<file path="src/rtl/uart_wb_host_if.sv">
// uart_wb_host_if: command/response channels, Wishbone
// master bus and interrupt lines of the UART host bridge.
interface uart_wb_host_if;
   logic       req_valid;
   logic       req_ready;
   logic       req_we;
   logic [2:0] req_addr;
   logic [7:0] req_data;
   logic       rsp_valid;
   logic       rsp_ready;
   logic [7:0] rsp_data;
   logic       rsp_err;
   logic [2:0] wb_addr_o;
   logic [3:0] wb_sel_o;
   logic [7:0] wb_dat_o;
   logic [7:0] wb_dat_i;
   logic       wb_we_o;
   logic       wb_stb_o;
   logic       wb_cyc_o;
   logic       wb_ack_i;
   logic       int_i;
   logic       irq_pending;
   logic       irq_rise;

   modport master (
      input  req_valid, req_we, req_addr, req_data,
      input  rsp_ready, wb_dat_i, wb_ack_i, int_i,
      output req_ready, rsp_valid, rsp_data, rsp_err,
      output wb_addr_o, wb_sel_o, wb_dat_o,
      output wb_we_o, wb_stb_o, wb_cyc_o,
      output irq_pending, irq_rise
   );

   modport slave (
      output req_valid, req_we, req_addr, req_data,
      output rsp_ready, wb_dat_i, wb_ack_i, int_i,
      input  req_ready, rsp_valid, rsp_data, rsp_err,
      input  wb_addr_o, wb_sel_o, wb_dat_o,
      input  wb_we_o, wb_stb_o, wb_cyc_o,
      input  irq_pending, irq_rise
   );
endinterface

</file>
<file path="src/rtl/uart_wb_host.sv">
// uart_wb_host: runs one classic Wishbone cycle per command
// with a timeout, and synchronises the UART interrupt.
module uart_wb_host #(
   parameter int unsigned TIMEOUT_CYCLES = 255
) (
   input logic           clk,
   input logic           wb_rst_n,
   uart_wb_host_if.master bus
);
   localparam int CW = $clog2(TIMEOUT_CYCLES + 1);
   localparam logic [CW-1:0] CNT_MAX = CW'(TIMEOUT_CYCLES - 1);

   typedef enum logic [1:0] {
      IDLE,
      CYCLE,
      RESP
   } state_t;

   state_t          state_q, state_d;
   logic [CW-1:0]   cnt_q, cnt_d;
   logic            req_ready_q, req_ready_d;
   logic            rsp_valid_q, rsp_valid_d;
   logic [7:0]      rsp_data_q, rsp_data_d;
   logic            rsp_err_q, rsp_err_d;
   logic [2:0]      wb_addr_q, wb_addr_d;
   logic [3:0]      wb_sel_q, wb_sel_d;
   logic [7:0]      wb_dat_q, wb_dat_d;
   logic            wb_we_q, wb_we_d;
   logic            wb_cyc_q, wb_cyc_d;
   logic            sync1_q, sync1_d;
   logic            pend_q, pend_d;
   logic            rise_q, rise_d;

   // Next-state and next-output logic for the bus FSM
   // and the interrupt synchroniser.
   always_comb begin
      state_d     = state_q;
      cnt_d       = cnt_q;
      req_ready_d = req_ready_q;
      rsp_valid_d = rsp_valid_q;
      rsp_data_d  = rsp_data_q;
      rsp_err_d   = rsp_err_q;
      wb_addr_d   = wb_addr_q;
      wb_sel_d    = wb_sel_q;
      wb_dat_d    = wb_dat_q;
      wb_we_d     = wb_we_q;
      wb_cyc_d    = wb_cyc_q;

      unique case (state_q)
         IDLE: begin
            req_ready_d = 1'b1;
            if (bus.req_valid && req_ready_q) begin
               state_d     = CYCLE;
               cnt_d       = '0;
               req_ready_d = 1'b0;
               wb_cyc_d    = 1'b1;
               wb_we_d     = bus.req_we;
               wb_addr_d   = bus.req_addr;
               wb_sel_d    = 4'b0001 << bus.req_addr[1:0];
               wb_dat_d    = bus.req_we ? bus.req_data
                                        : 8'h00;
            end
         end
         CYCLE: begin
            // ack wins over a coincident timeout
            if (bus.wb_ack_i) begin
               state_d     = RESP;
               wb_cyc_d    = 1'b0;
               wb_we_d     = 1'b0;
               rsp_data_d  = wb_we_q ? 8'h00 : bus.wb_dat_i;
               rsp_err_d   = 1'b0;
               rsp_valid_d = 1'b1;
            end else if (cnt_q == CNT_MAX) begin
               state_d     = RESP;
               wb_cyc_d    = 1'b0;
               wb_we_d     = 1'b0;
               rsp_data_d  = 8'h00;
               rsp_err_d   = 1'b1;
               rsp_valid_d = 1'b1;
            end else begin
               cnt_d = cnt_q + CW'(1);
            end
         end
         RESP: begin
            if (bus.rsp_ready) begin
               state_d     = IDLE;
               rsp_valid_d = 1'b0;
               req_ready_d = 1'b1;
            end
         end
         default: begin
            state_d = IDLE;
         end
      endcase

      sync1_d = bus.int_i;
      pend_d  = sync1_q;
      rise_d  = sync1_q & ~pend_q;
   end

   // State and registered outputs; reset clears everything.
   always_ff @(posedge clk or negedge wb_rst_n) begin
      if (!wb_rst_n) begin
         state_q     <= IDLE;
         cnt_q       <= '0;
         req_ready_q <= 1'b0;
         rsp_valid_q <= 1'b0;
         rsp_data_q  <= 8'h00;
         rsp_err_q   <= 1'b0;
         wb_addr_q   <= 3'd0;
         wb_sel_q    <= 4'd0;
         wb_dat_q    <= 8'h00;
         wb_we_q     <= 1'b0;
         wb_cyc_q    <= 1'b0;
         sync1_q     <= 1'b0;
         pend_q      <= 1'b0;
         rise_q      <= 1'b0;
      end else begin
         state_q     <= state_d;
         cnt_q       <= cnt_d;
         req_ready_q <= req_ready_d;
         rsp_valid_q <= rsp_valid_d;
         rsp_data_q  <= rsp_data_d;
         rsp_err_q   <= rsp_err_d;
         wb_addr_q   <= wb_addr_d;
         wb_sel_q    <= wb_sel_d;
         wb_dat_q    <= wb_dat_d;
         wb_we_q     <= wb_we_d;
         wb_cyc_q    <= wb_cyc_d;
         sync1_q     <= sync1_d;
         pend_q      <= pend_d;
         rise_q      <= rise_d;
      end
   end

   assign bus.req_ready   = req_ready_q;
   assign bus.rsp_valid   = rsp_valid_q;
   assign bus.rsp_data    = rsp_data_q;
   assign bus.rsp_err     = rsp_err_q;
   assign bus.wb_addr_o   = wb_addr_q;
   assign bus.wb_sel_o    = wb_sel_q;
   assign bus.wb_dat_o    = wb_dat_q;
   assign bus.wb_we_o     = wb_we_q;
   assign bus.wb_stb_o    = wb_cyc_q;
   assign bus.wb_cyc_o    = wb_cyc_q;
   assign bus.irq_pending = pend_q;
   assign bus.irq_rise    = rise_q;
endmodule

</file>
<file path="src/flat_wrapper.sv">
// flat-port wrapper written by rule: the top's interface ports become plain ports
module uart_wb_host_flat 
#(
   parameter int unsigned TIMEOUT_CYCLES = 255
)
  (clk, wb_rst_n, bus_req_valid, bus_req_we, bus_req_addr, bus_req_data, bus_rsp_ready, bus_wb_dat_i, bus_wb_ack_i, bus_int_i, bus_req_ready, bus_rsp_valid, bus_rsp_data, bus_rsp_err, bus_wb_addr_o, bus_wb_sel_o, bus_wb_dat_o, bus_wb_we_o, bus_wb_stb_o, bus_wb_cyc_o, bus_irq_pending, bus_irq_rise);
  uart_wb_host_if bus_i ();
  input logic clk;
  input logic wb_rst_n;
  input wire logic [$bits(bus_i.req_valid)-1:0] bus_req_valid;
  input wire logic [$bits(bus_i.req_we)-1:0] bus_req_we;
  input wire logic [$bits(bus_i.req_addr)-1:0] bus_req_addr;
  input wire logic [$bits(bus_i.req_data)-1:0] bus_req_data;
  input wire logic [$bits(bus_i.rsp_ready)-1:0] bus_rsp_ready;
  input wire logic [$bits(bus_i.wb_dat_i)-1:0] bus_wb_dat_i;
  input wire logic [$bits(bus_i.wb_ack_i)-1:0] bus_wb_ack_i;
  input wire logic [$bits(bus_i.int_i)-1:0] bus_int_i;
  output wire logic [$bits(bus_i.req_ready)-1:0] bus_req_ready;
  output wire logic [$bits(bus_i.rsp_valid)-1:0] bus_rsp_valid;
  output wire logic [$bits(bus_i.rsp_data)-1:0] bus_rsp_data;
  output wire logic [$bits(bus_i.rsp_err)-1:0] bus_rsp_err;
  output wire logic [$bits(bus_i.wb_addr_o)-1:0] bus_wb_addr_o;
  output wire logic [$bits(bus_i.wb_sel_o)-1:0] bus_wb_sel_o;
  output wire logic [$bits(bus_i.wb_dat_o)-1:0] bus_wb_dat_o;
  output wire logic [$bits(bus_i.wb_we_o)-1:0] bus_wb_we_o;
  output wire logic [$bits(bus_i.wb_stb_o)-1:0] bus_wb_stb_o;
  output wire logic [$bits(bus_i.wb_cyc_o)-1:0] bus_wb_cyc_o;
  output wire logic [$bits(bus_i.irq_pending)-1:0] bus_irq_pending;
  output wire logic [$bits(bus_i.irq_rise)-1:0] bus_irq_rise;
  assign bus_i.req_valid = bus_req_valid;
  assign bus_i.req_we = bus_req_we;
  assign bus_i.req_addr = bus_req_addr;
  assign bus_i.req_data = bus_req_data;
  assign bus_i.rsp_ready = bus_rsp_ready;
  assign bus_i.wb_dat_i = bus_wb_dat_i;
  assign bus_i.wb_ack_i = bus_wb_ack_i;
  assign bus_i.int_i = bus_int_i;
  assign bus_req_ready = bus_i.req_ready;
  assign bus_rsp_valid = bus_i.rsp_valid;
  assign bus_rsp_data = bus_i.rsp_data;
  assign bus_rsp_err = bus_i.rsp_err;
  assign bus_wb_addr_o = bus_i.wb_addr_o;
  assign bus_wb_sel_o = bus_i.wb_sel_o;
  assign bus_wb_dat_o = bus_i.wb_dat_o;
  assign bus_wb_we_o = bus_i.wb_we_o;
  assign bus_wb_stb_o = bus_i.wb_stb_o;
  assign bus_wb_cyc_o = bus_i.wb_cyc_o;
  assign bus_irq_pending = bus_i.irq_pending;
  assign bus_irq_rise = bus_i.irq_rise;
  uart_wb_host #(.TIMEOUT_CYCLES(TIMEOUT_CYCLES)) u_core (.clk(clk), .wb_rst_n(wb_rst_n), .bus(bus_i));
endmodule
</file>
<file path="config.mk">
export PLATFORM = sky130hd
export DESIGN_NAME = uart_wb_host_flat
export DESIGN_NICKNAME = d
export VERILOG_FILES = /design/src/rtl/uart_wb_host_if.sv /design/src/rtl/uart_wb_host.sv /design/src/flat_wrapper.sv
export SDC_FILE = /design/constraint.sdc
export NUM_CORES = 1
export LEC_CHECK = 0
export BUFFER_PORTS_ARGS = -buffer_cell sky130_fd_sc_hd__buf_2
export CAP_MARGIN = 20
export CORE_ASPECT_RATIO = 1.1
export CORE_UTILIZATION = 54
export DETAILED_ROUTE_END_ITERATION = 12
export PLACE_DENSITY = 0.89
export SLEW_MARGIN = 10
export SYNTH_ARGS = -nofsm -noshare
export SYNTH_HDL_FRONTEND = slang
export SYNTH_SLANG_ARGS = --single-unit
</file>
<file path="constraint.sdc">
create_clock -name clk -period 4 [get_ports clk]
set_input_delay 0.6 -clock clk [delete_from_list [all_inputs] [get_ports clk]]
set_output_delay 0.6 -clock clk [all_outputs]
set_load 0.01 [all_outputs]
</file>
# Word level (Yosys, flattened, before mapping)
# Index checks and enable logic that the tools add are counted.
# word_totals
reg_bits,41
output_inout_bits,31
# op_classes
reduce_logical,13
add_sub_neg,1
n_eq_ne,8
shift,1
n_bitwise,2
mux,27
# ops
cell,n
2-to-1 mux 8 bit,7
one-hot mux 8 bit (2 select lines),1
2-to-1 mux 1 bit,10
AND reduction 3 bit,3
"adder 8 x 1 -> 8 bit, second input constant",1
"equality test 8 bit, second input constant",1
2-to-1 mux 2 bit,4
one-hot mux 1 bit (2 select lines),4
nonzero test 2 bit,4
"inequality test 2 bit, second input constant",3
one-hot mux 2 bit (3 select lines),1
AND reduction 2 bit,3
AND reduction 4 bit,1
"left shift 1 x 2 -> 4 bit, first input constant",1
"inequality test 3 x 2 -> 1 bit, second input constant",1
"equality test 2 x 1 -> 1 bit, second input constant",1
"equality test 2 bit, second input constant",1
zero test 2 bit,1
"inequality test 2 x 1 -> 1 bit, second input constant",1
bitwise AND 1 bit,1
logical AND 1 bit,1
NOT 1 bit,1

# Depth between registers and ports, before layout
# Gate-level depths: netlist of the first run.
# logic_depth
depth_word,4
ltp_mapped,7
ltp_nobuf,6

# Worst setup path before layout of the first run
# Ideal clock, no wire load.
# synth_timing
path_kind,input to register
start,input port bus_wb_ack_i
end,register u_core.cnt_q[2]
path_slack_ns,2.411
t_arrival_ns,1.525
stages,6
setup_ns,0.064
n_path_buf,2
cell_sequence,buf_4 nor3b_4 o21ai_1 buf_4 nor3b_1 a21o_1
# synth_between
elab_chain_len,2
# synth_lines
item,line_no,rtl
from (decl),flat_wrapper.sv:16,input wire logic [$bits(bus_i.wb_ack_i)-1:0] bus_wb_ack_i;
inequality test 2 bit (no line),-,
AND reduction 4 bit (no line),-,
to (signal assigned),uart_wb_host.sv:120,cnt_q <= cnt_d;
to (decl),uart_wb_host.sv:20,"logic [CW-1:0] cnt_q, cnt_d;"
# No other way between the ends.
# A chain may end at the register's enable or synchronous reset.

# Final worst setup path of the first run
# layout_timing
start,register u_core.cnt_q[0]
end,register u_core.cnt_q[4]
# layout_between
elab_chain_len,4
elab_cells_between_ends,7
# layout_lines
item,line_no,rtl
adder 8 x 1 -> 8 bit,uart_wb_host.sv:81,cnt_d = cnt_q + CW'(1);
2-to-1 mux 8 bit,uart_wb_host.sv:73,end else if (cnt_q == CNT_MAX) begin
2-to-1 mux 8 bit,uart_wb_host.sv:66,if (bus.wb_ack_i) begin
one-hot mux 8 bit (2 select lines),uart_wb_host.sv:49,unique case (state_q)
# Parallel ways exist; a longest one is shown, timed or not. The select of a mux whose other input is x is not followed.

==> qor.yml, run 1 <==
outcome:
  outcome: "finished, violations left"
  violations: "DRC"
die:
  rows: 21
  die_area_mm2: 0.00362
  initial_core_util: 0.584
  die_w_um: 57.5
  die_h_um: 63
  num_io_pins: 57
  core_area_mm2: 0.00313
drt:
  totalWireLength_um: 3380
  drt_iter0_markers: 79
  viasPerCell: 5.44
  drt-pass1-iter-count: 8
  vias: 1425
  routedWlPerCell_um: 12.9
  ant_nets: 0
  drc: 5
global_routing:
  grt_pass1_wl_um: 5800
  antenna_found_initial: 0
  grt-ovfl-total: 0
  grt.total_usage: 0.210
  grt_pass1_vias: 1347
  grt_max_degree: 42
synthesis:
  synth_common_cells: "dfrtp_1, nand2_1, inv_1, o21ai_0, o21ai_1"
  async_flop_share: 1.00
  ys_seq_elements: 41
  syn_inst: 175
  synth_area_leaders: "dfrtp_1, nand2_1, nand4b_1, o21ai_0, o21ai_1"
  yosysUniqueCellTypes: 35
  synth_edf_count: 0
  syn_nets: 203
  synth.most_common_cell: "dfrtp_1"
  ys.flop_type: "dfrtp_1"
  yosysTopAreaCellShare: 0.562
  synth_largest_area_cell: "dfrtp_1"
  synth_warnings: 0
  netlist_area_mm2: 0.00183
  synth-seq-area-share: 0.562
  avgSynthCellArea_um2: 10.4
power_and_ir_drop:
  irDropWorstVdd_uv: 375
  p_total_mw: 1.44
  p_leak_nw: 1.10
  powerDensity_mw_per_mm2: 666
clock_network:
  cts_buffers: 5
  tritoncts: "built"
  ctsLongestPathBuffers: 2
  clock-sinks: 41
  htreeDepth: 2
  cts_root_buf: "clkbuf_4"
  clkSlewWorstSetupHoldPaths_ns: 0.11
  postCtsHoldBufs: 0
  cts_repair_resize_count: 0
  postCtsSetupBuffers: 0
  clock_latency_ns: 0.34
placed_design:
  dp.cells: 255
  dpl_cell_area_mm2: 0.00209
  hpwl_um: 2540
  port-buffer-count: 56
  gp_congestion: 0.766
final_layout:
  finalInstanceArea_mm2: 0.00216
  post-route-util: 0.691
  num-fill-cells: 270
  insertedDiodeCount: 0
  drive_gt1_frac: 0.311
  area_growth_pct: 18.3
  final_nets: 256
  final_cells: 262
critical_path:
  path_class: "reg2reg"
  r2r_slack_ns: 2.18
  r2r-start: "u_core.cnt_q[0]$_DFFE_PN0P_"
  critPathArrivalTime_ns: 2.03
  cp-start-kind: "flip-flop"
  rr_endpoint: "u_core.cnt_q[4]$_DFFE_PN0P_"
  endpoint_kind: "flip-flop"
  cp_max_fo: 12
  cp_data_required_time_ns: 4.21
  r2r_cells: 6
sta:
  setup_tns_ns: 0
  slew_headroom: 0.426
  fin_crit_ns: 1.82
  period_share: 0.454
  rsz0062_at_grt: "false"
  worst_slew_pin_slew_ns: 0.862
  setup_violations: 0
  hold_violations: 0
  slew_viol_final: 0
  fin_skew_ns: 0.00857
  fmax_ghz: 0.550
hold_path:
  hold_class: "in2async"
flow_run:
  maxCapViolCount: 0
-- how the worst max path moves through the flow --
stage                                           start                     endpoint  slack, ns
after floorplan                          bus_wb_ack_i  u_core.cnt_q[2]$_DFFE_PN0P_       2.41
after global placement                   bus_wb_ack_i  u_core.cnt_q[3]$_DFFE_PN0P_       2.13
after detailed placement                 bus_wb_ack_i  u_core.cnt_q[3]$_DFFE_PN0P_       2.09
after CTS                 u_core.cnt_q[0]$_DFFE_PN0P_  u_core.cnt_q[4]$_DFFE_PN0P_       2.20
after global routing      u_core.cnt_q[0]$_DFFE_PN0P_  u_core.cnt_q[3]$_DFFE_PN0P_       2.02
final                     u_core.cnt_q[0]$_DFFE_PN0P_  u_core.cnt_q[4]$_DFFE_PN0P_       2.18
-- worst max-delay path, stage by stage (launching register included) --
cell and delay, ns:
dfrtp_1 0.43, inv_1 0.08, ha_1 0.14, nand3_1 0.15, o21ai_1 0.60, o21bai_1 0.15
o2bb2ai_1 0.14
-- logic make-up (layout without fill, tap and decap cells) --
| family | Yosys count | in the layout | share of synthesized area |
|---|---|---|---|
| and+or+nand+nor | 59 | 59 | 0.183 |
| AOI/OAI and AO/OA | 47 | 47 | 0.163 |
| DFF | 41 | 41 | 0.562 |
| buffers and inverters | 23 | 76 | 0.0603 |
| muxes | 3 | 3 | 0.0185 |
| adders and majority gates | 2 | 2 | 0.0137 |
-- area by class of cell --
class | instances | area, µm² | share of cell area
Timing Repair Buffer | 56 | 280 | 0.130
Clock inverter | 2 | 35.0 | 0.0162
Tap cell | 34 | 42.5 | 0.0197
Inverter | 13 | 48.8 | 0.0226
Sequential cell | 41 | 1030 | 0.475
Multi-Input combinational cell | 111 | 691 | 0.320
Clock buffer | 5 | 37.5 | 0.0174
-- layout by cell type, fill, tap and decap left out, drive strengths merged, types with 3 or more instances in the layout --
cell type  count
buf           56
a21o           4
or3            4
nand3          4
mux2           3
clkbuf         5
dfrtp         41
nand2         27
o21ai         26
nor2           5
a21oi          5
nand2b         5
nand4b         8
inv           13
-- per-layer routing --
layer	GRT usage	vias up	wire length [µm]
met5	0	-	0
met4	0.0701	0	36
met3	0.0725	5	214
met2	0.346	44	1590
met1	0.256	670	1540
li1	-	706	-
-- sequential cells by signal, summed over array words and instances (netlist names) --
register and count:
u_core.bus.wb_cyc_o 1, u_core.bus.rsp_valid 1, u_core.bus.rsp_err 1, u_core.bus.wb_we_o 1
u_core.pend_d 1, u_core.cnt_q 8, u_core.bus.wb_sel_o 4, u_core.bus.irq_pending 1
u_core.bus.irq_rise 1, u_core.state_q 2, u_core.bus.wb_dat_o 8, u_core.bus.req_ready 1
u_core.bus.wb_addr_o 3, u_core.bus.rsp_data 8
-- stage by stage --
step	setup slack, ns	hold WS (ns)
floorplan	2.41	0.304
global placement	2.13	0.352
detailed placement	2.09	0.364
CTS	2.20	0.354
global route	2.02	0.322
finish	2.18	0.361
-- power breakdown --
group	switching, mW	internal (mW)	total (mW)
Clock	0.122	0.127	0.249
Combinational	0.297	0.233	0.530
Sequential	0.102	0.560	0.661
No activity file was read; power rests on OpenSTA's default activity.
==> inputs of run 2 (changes only) <==
Settings changed: CORE_UTILIZATION 54 to 45, PLACE_DENSITY 0.89 to 0.79.
Clock period 4 ns to 1.5 ns, I/O delays scaled along.
==> qor.yml, run 2 (synthesis results as in run 1) <==
outcome:
  outcome: "finished, violations left"  # unchanged
  violations: "hold timing"  # was DRC
clock_network:
  clkSlewWorstSetupHoldPaths_ns: 0.07  # was 0.11 ns
  htreeDepth: 2  # unchanged
  clock-sinks: 41  # unchanged
  postCtsHoldBufs: 0  # unchanged
  tritoncts: "built"  # unchanged
  cts_root_buf: "clkbuf_8"  # was clkbuf_4
  ctsLongestPathBuffers: 2  # unchanged
  cts_buffers: 5  # unchanged
  clock_latency_ns: 0.29  # was 0.34 ns
placed_design:
  hpwl_um: 2580  # was 2540 µm
  pre_cts_slack_ns: -0.0233  # was 2.09 ns
  port-buffer-count: 56  # unchanged
  gp_congestion: 0.856  # was 0.766
global_routing:
  grt_max_degree: 42  # unchanged
  antenna_found_initial: 0  # unchanged
  grt-ovfl-total: 0  # unchanged
  grt_pass1_vias: 1343  # was 1347
  grt.total_usage: 0.182  # was 0.210
  grt_pass1_wl_um: 5890  # was 5800 µm
die:
  core_area_mm2: 0.00377  # was 0.00313 mm²
  rows: 23  # was 21
  die_area_mm2: 0.00432  # was 0.00362 mm²
  initial_core_util: 0.485  # was 0.584
  die_h_um: 68.8  # was 63 µm
  die_w_um: 62.8  # was 57.5 µm
  num_io_pins: 57  # unchanged
drt:
  viasPerCell: 5.14  # was 5.44
  routedWlPerCell_um: 12.7  # was 12.9 µm
  drc: 0  # was 5
  drt-pass1-iter-count: 4  # was 8
  totalWireLength_um: 3770  # was 3380 µm
  vias: 1528  # was 1425
  drt_iter0_markers: 62  # was 79
  ant_nets: 0  # unchanged
final_layout:
  layout_common_cells: "buf_2, dfrtp_1, nand2_1"  # unchanged
  final_nets: 276  # was 256
  drive_gt1_frac: 0.393  # was 0.311
  final_common_cell: "buf_2"  # unchanged
  area_growth_pct: 30.3  # was 18.3%
  insertedDiodeCount: 0  # unchanged
sta:
  fin_ws_ns: 0.00427  # was 2.18 ns
  setup_violations: 0  # unchanged
  setup_tns_ns: 0  # unchanged
  worst_slew_pin_slew_ns: 0.505  # was 0.862 ns
  period_share: 0.997  # was 0.454
  fmax_ghz: 0.669  # was 0.550 GHz
  rsz0062_at_grt: "true"  # was false
  fin_crit_ns: 1.50  # was 1.82 ns
  slew_headroom: 0.663  # was 0.426
  holdWs_ns: -0.0151  # was 0.361 ns
  slew_viol_final: 0  # unchanged
  hold_violations: 41  # was 0
  fin_skew_ns: 0.00607  # was 0.00857 ns
critical_path:
  crit_path_end: "u_core.cnt_q[2]$_DFFE_PN0P_"  # was u_core.cnt_q[4]$_DFFE_PN0P_
  r2r_cells: 5  # was 6
  timing.critical_path.from: "u_core.cnt_q[6]$_DFFE_PN0P_"  # was u_core.cnt_q[0]$_DFFE_PN0P_
  cp-start-kind: "flip-flop"  # unchanged
  r2r-start: "u_core.cnt_q[6]$_DFFE_PN0P_"  # was u_core.cnt_q[0]$_DFFE_PN0P_
  endpoint_kind: "flip-flop"  # unchanged
  cp_data_required_time_ns: 1.74  # was 4.21 ns
  critPathArrivalTime_ns: 1.73  # was 2.03 ns
  cp_max_fo: 5  # was 12
  path_class: "reg2reg"  # unchanged
  rr_endpoint: "u_core.cnt_q[2]$_DFFE_PN0P_"  # was u_core.cnt_q[4]$_DFFE_PN0P_
  r2r_slack_ns: 0.004  # was 2.18 ns
power_and_ir_drop:
  irDropWorstVdd_uv: 910  # was 375 µV
  p_leak_nw: 1.20  # was 1.10 nW
  powerDensity_mw_per_mm2: 1730  # was 666 mW/mm²
  p_total_mw: 4.11  # was 1.44 mW
hold_path:
  hold_class: "in2async"  # unchanged
flow_run:
  maxCapViolCount: 0  # unchanged
## run 2: cell type report
cell class                      count  area [µm²]
Inverter                           13        48.8
Clock inverter                      1        5.00
Fill cell                         331        1390
Sequential cell                    41        1030
Timing Repair Buffer               76         450
Multi-Input combinational cell    111         716
Tap cell                           50        62.6
Clock buffer                        5        68.8
## run 2: per-layer routing
| layer | global-route usage | wire, µm | vias to the layer above |
|---|---|---|---|
| li1 | - | - | 750 |
| met1 | 0.210 | 1670 | 722 |
| met2 | 0.304 | 1780 | 47 |
| met3 | 0.0576 | 201 | 9 |
| met4 | 0.108 | 114 | 0 |
| met5 | 0 | 0 | - |
## run 2: worst min-delay path by stage
stage              from                                  to
6_report       wb_rst_n         u_core.cnt_q[2]$_DFFE_PN0P_
5_1_grt        wb_rst_n  u_core.bus.rsp_data[2]$_DFFE_PN0P_
4_1_cts        wb_rst_n         u_core.cnt_q[2]$_DFFE_PN0P_
3_5_place_dp   wb_rst_n       u_core.bus.irq_rise$_DFF_PN0_
3_3_place_gp   wb_rst_n    u_core.bus.irq_pending$_DFF_PN0_
2_1_floorplan  wb_rst_n    u_core.bus.irq_pending$_DFF_PN0_
## run 2: worst max-delay path, stage by stage, from the launching register on
cell and delay (ns):
dfrtp_1 0.42, nand4_2 0.25, o32ai_4 0.38, buf_4 0.17, o21bai_1 0.10, a21o_1 0.12
## run 2: where the power goes
part           leakage, nW  switching, mW  internal, mW
Sequential           0.521          0.247          1.50
Clock               0.0399          0.344         0.306
Combinational        0.638          0.872         0.837
## run 2: repair_timing
action                                  4_1_cts  5_1_grt
endpoints found under the setup margin        3       16
resized for setup                             1        9
buffers inserted                              2        2
pin swaps                                     1        5
cloned                                        0        0
## run 2: through the flow
step	util	area, µm²	std cells
2_1_floorplan	-	1830	175
3_3_place_gp	0.591	2230	287
3_5_place_dp	0.591	2230	287
4_1_cts	0.616	2320	295
5_1_grt	0.631	2380	297
6_report	0.631	2380	297
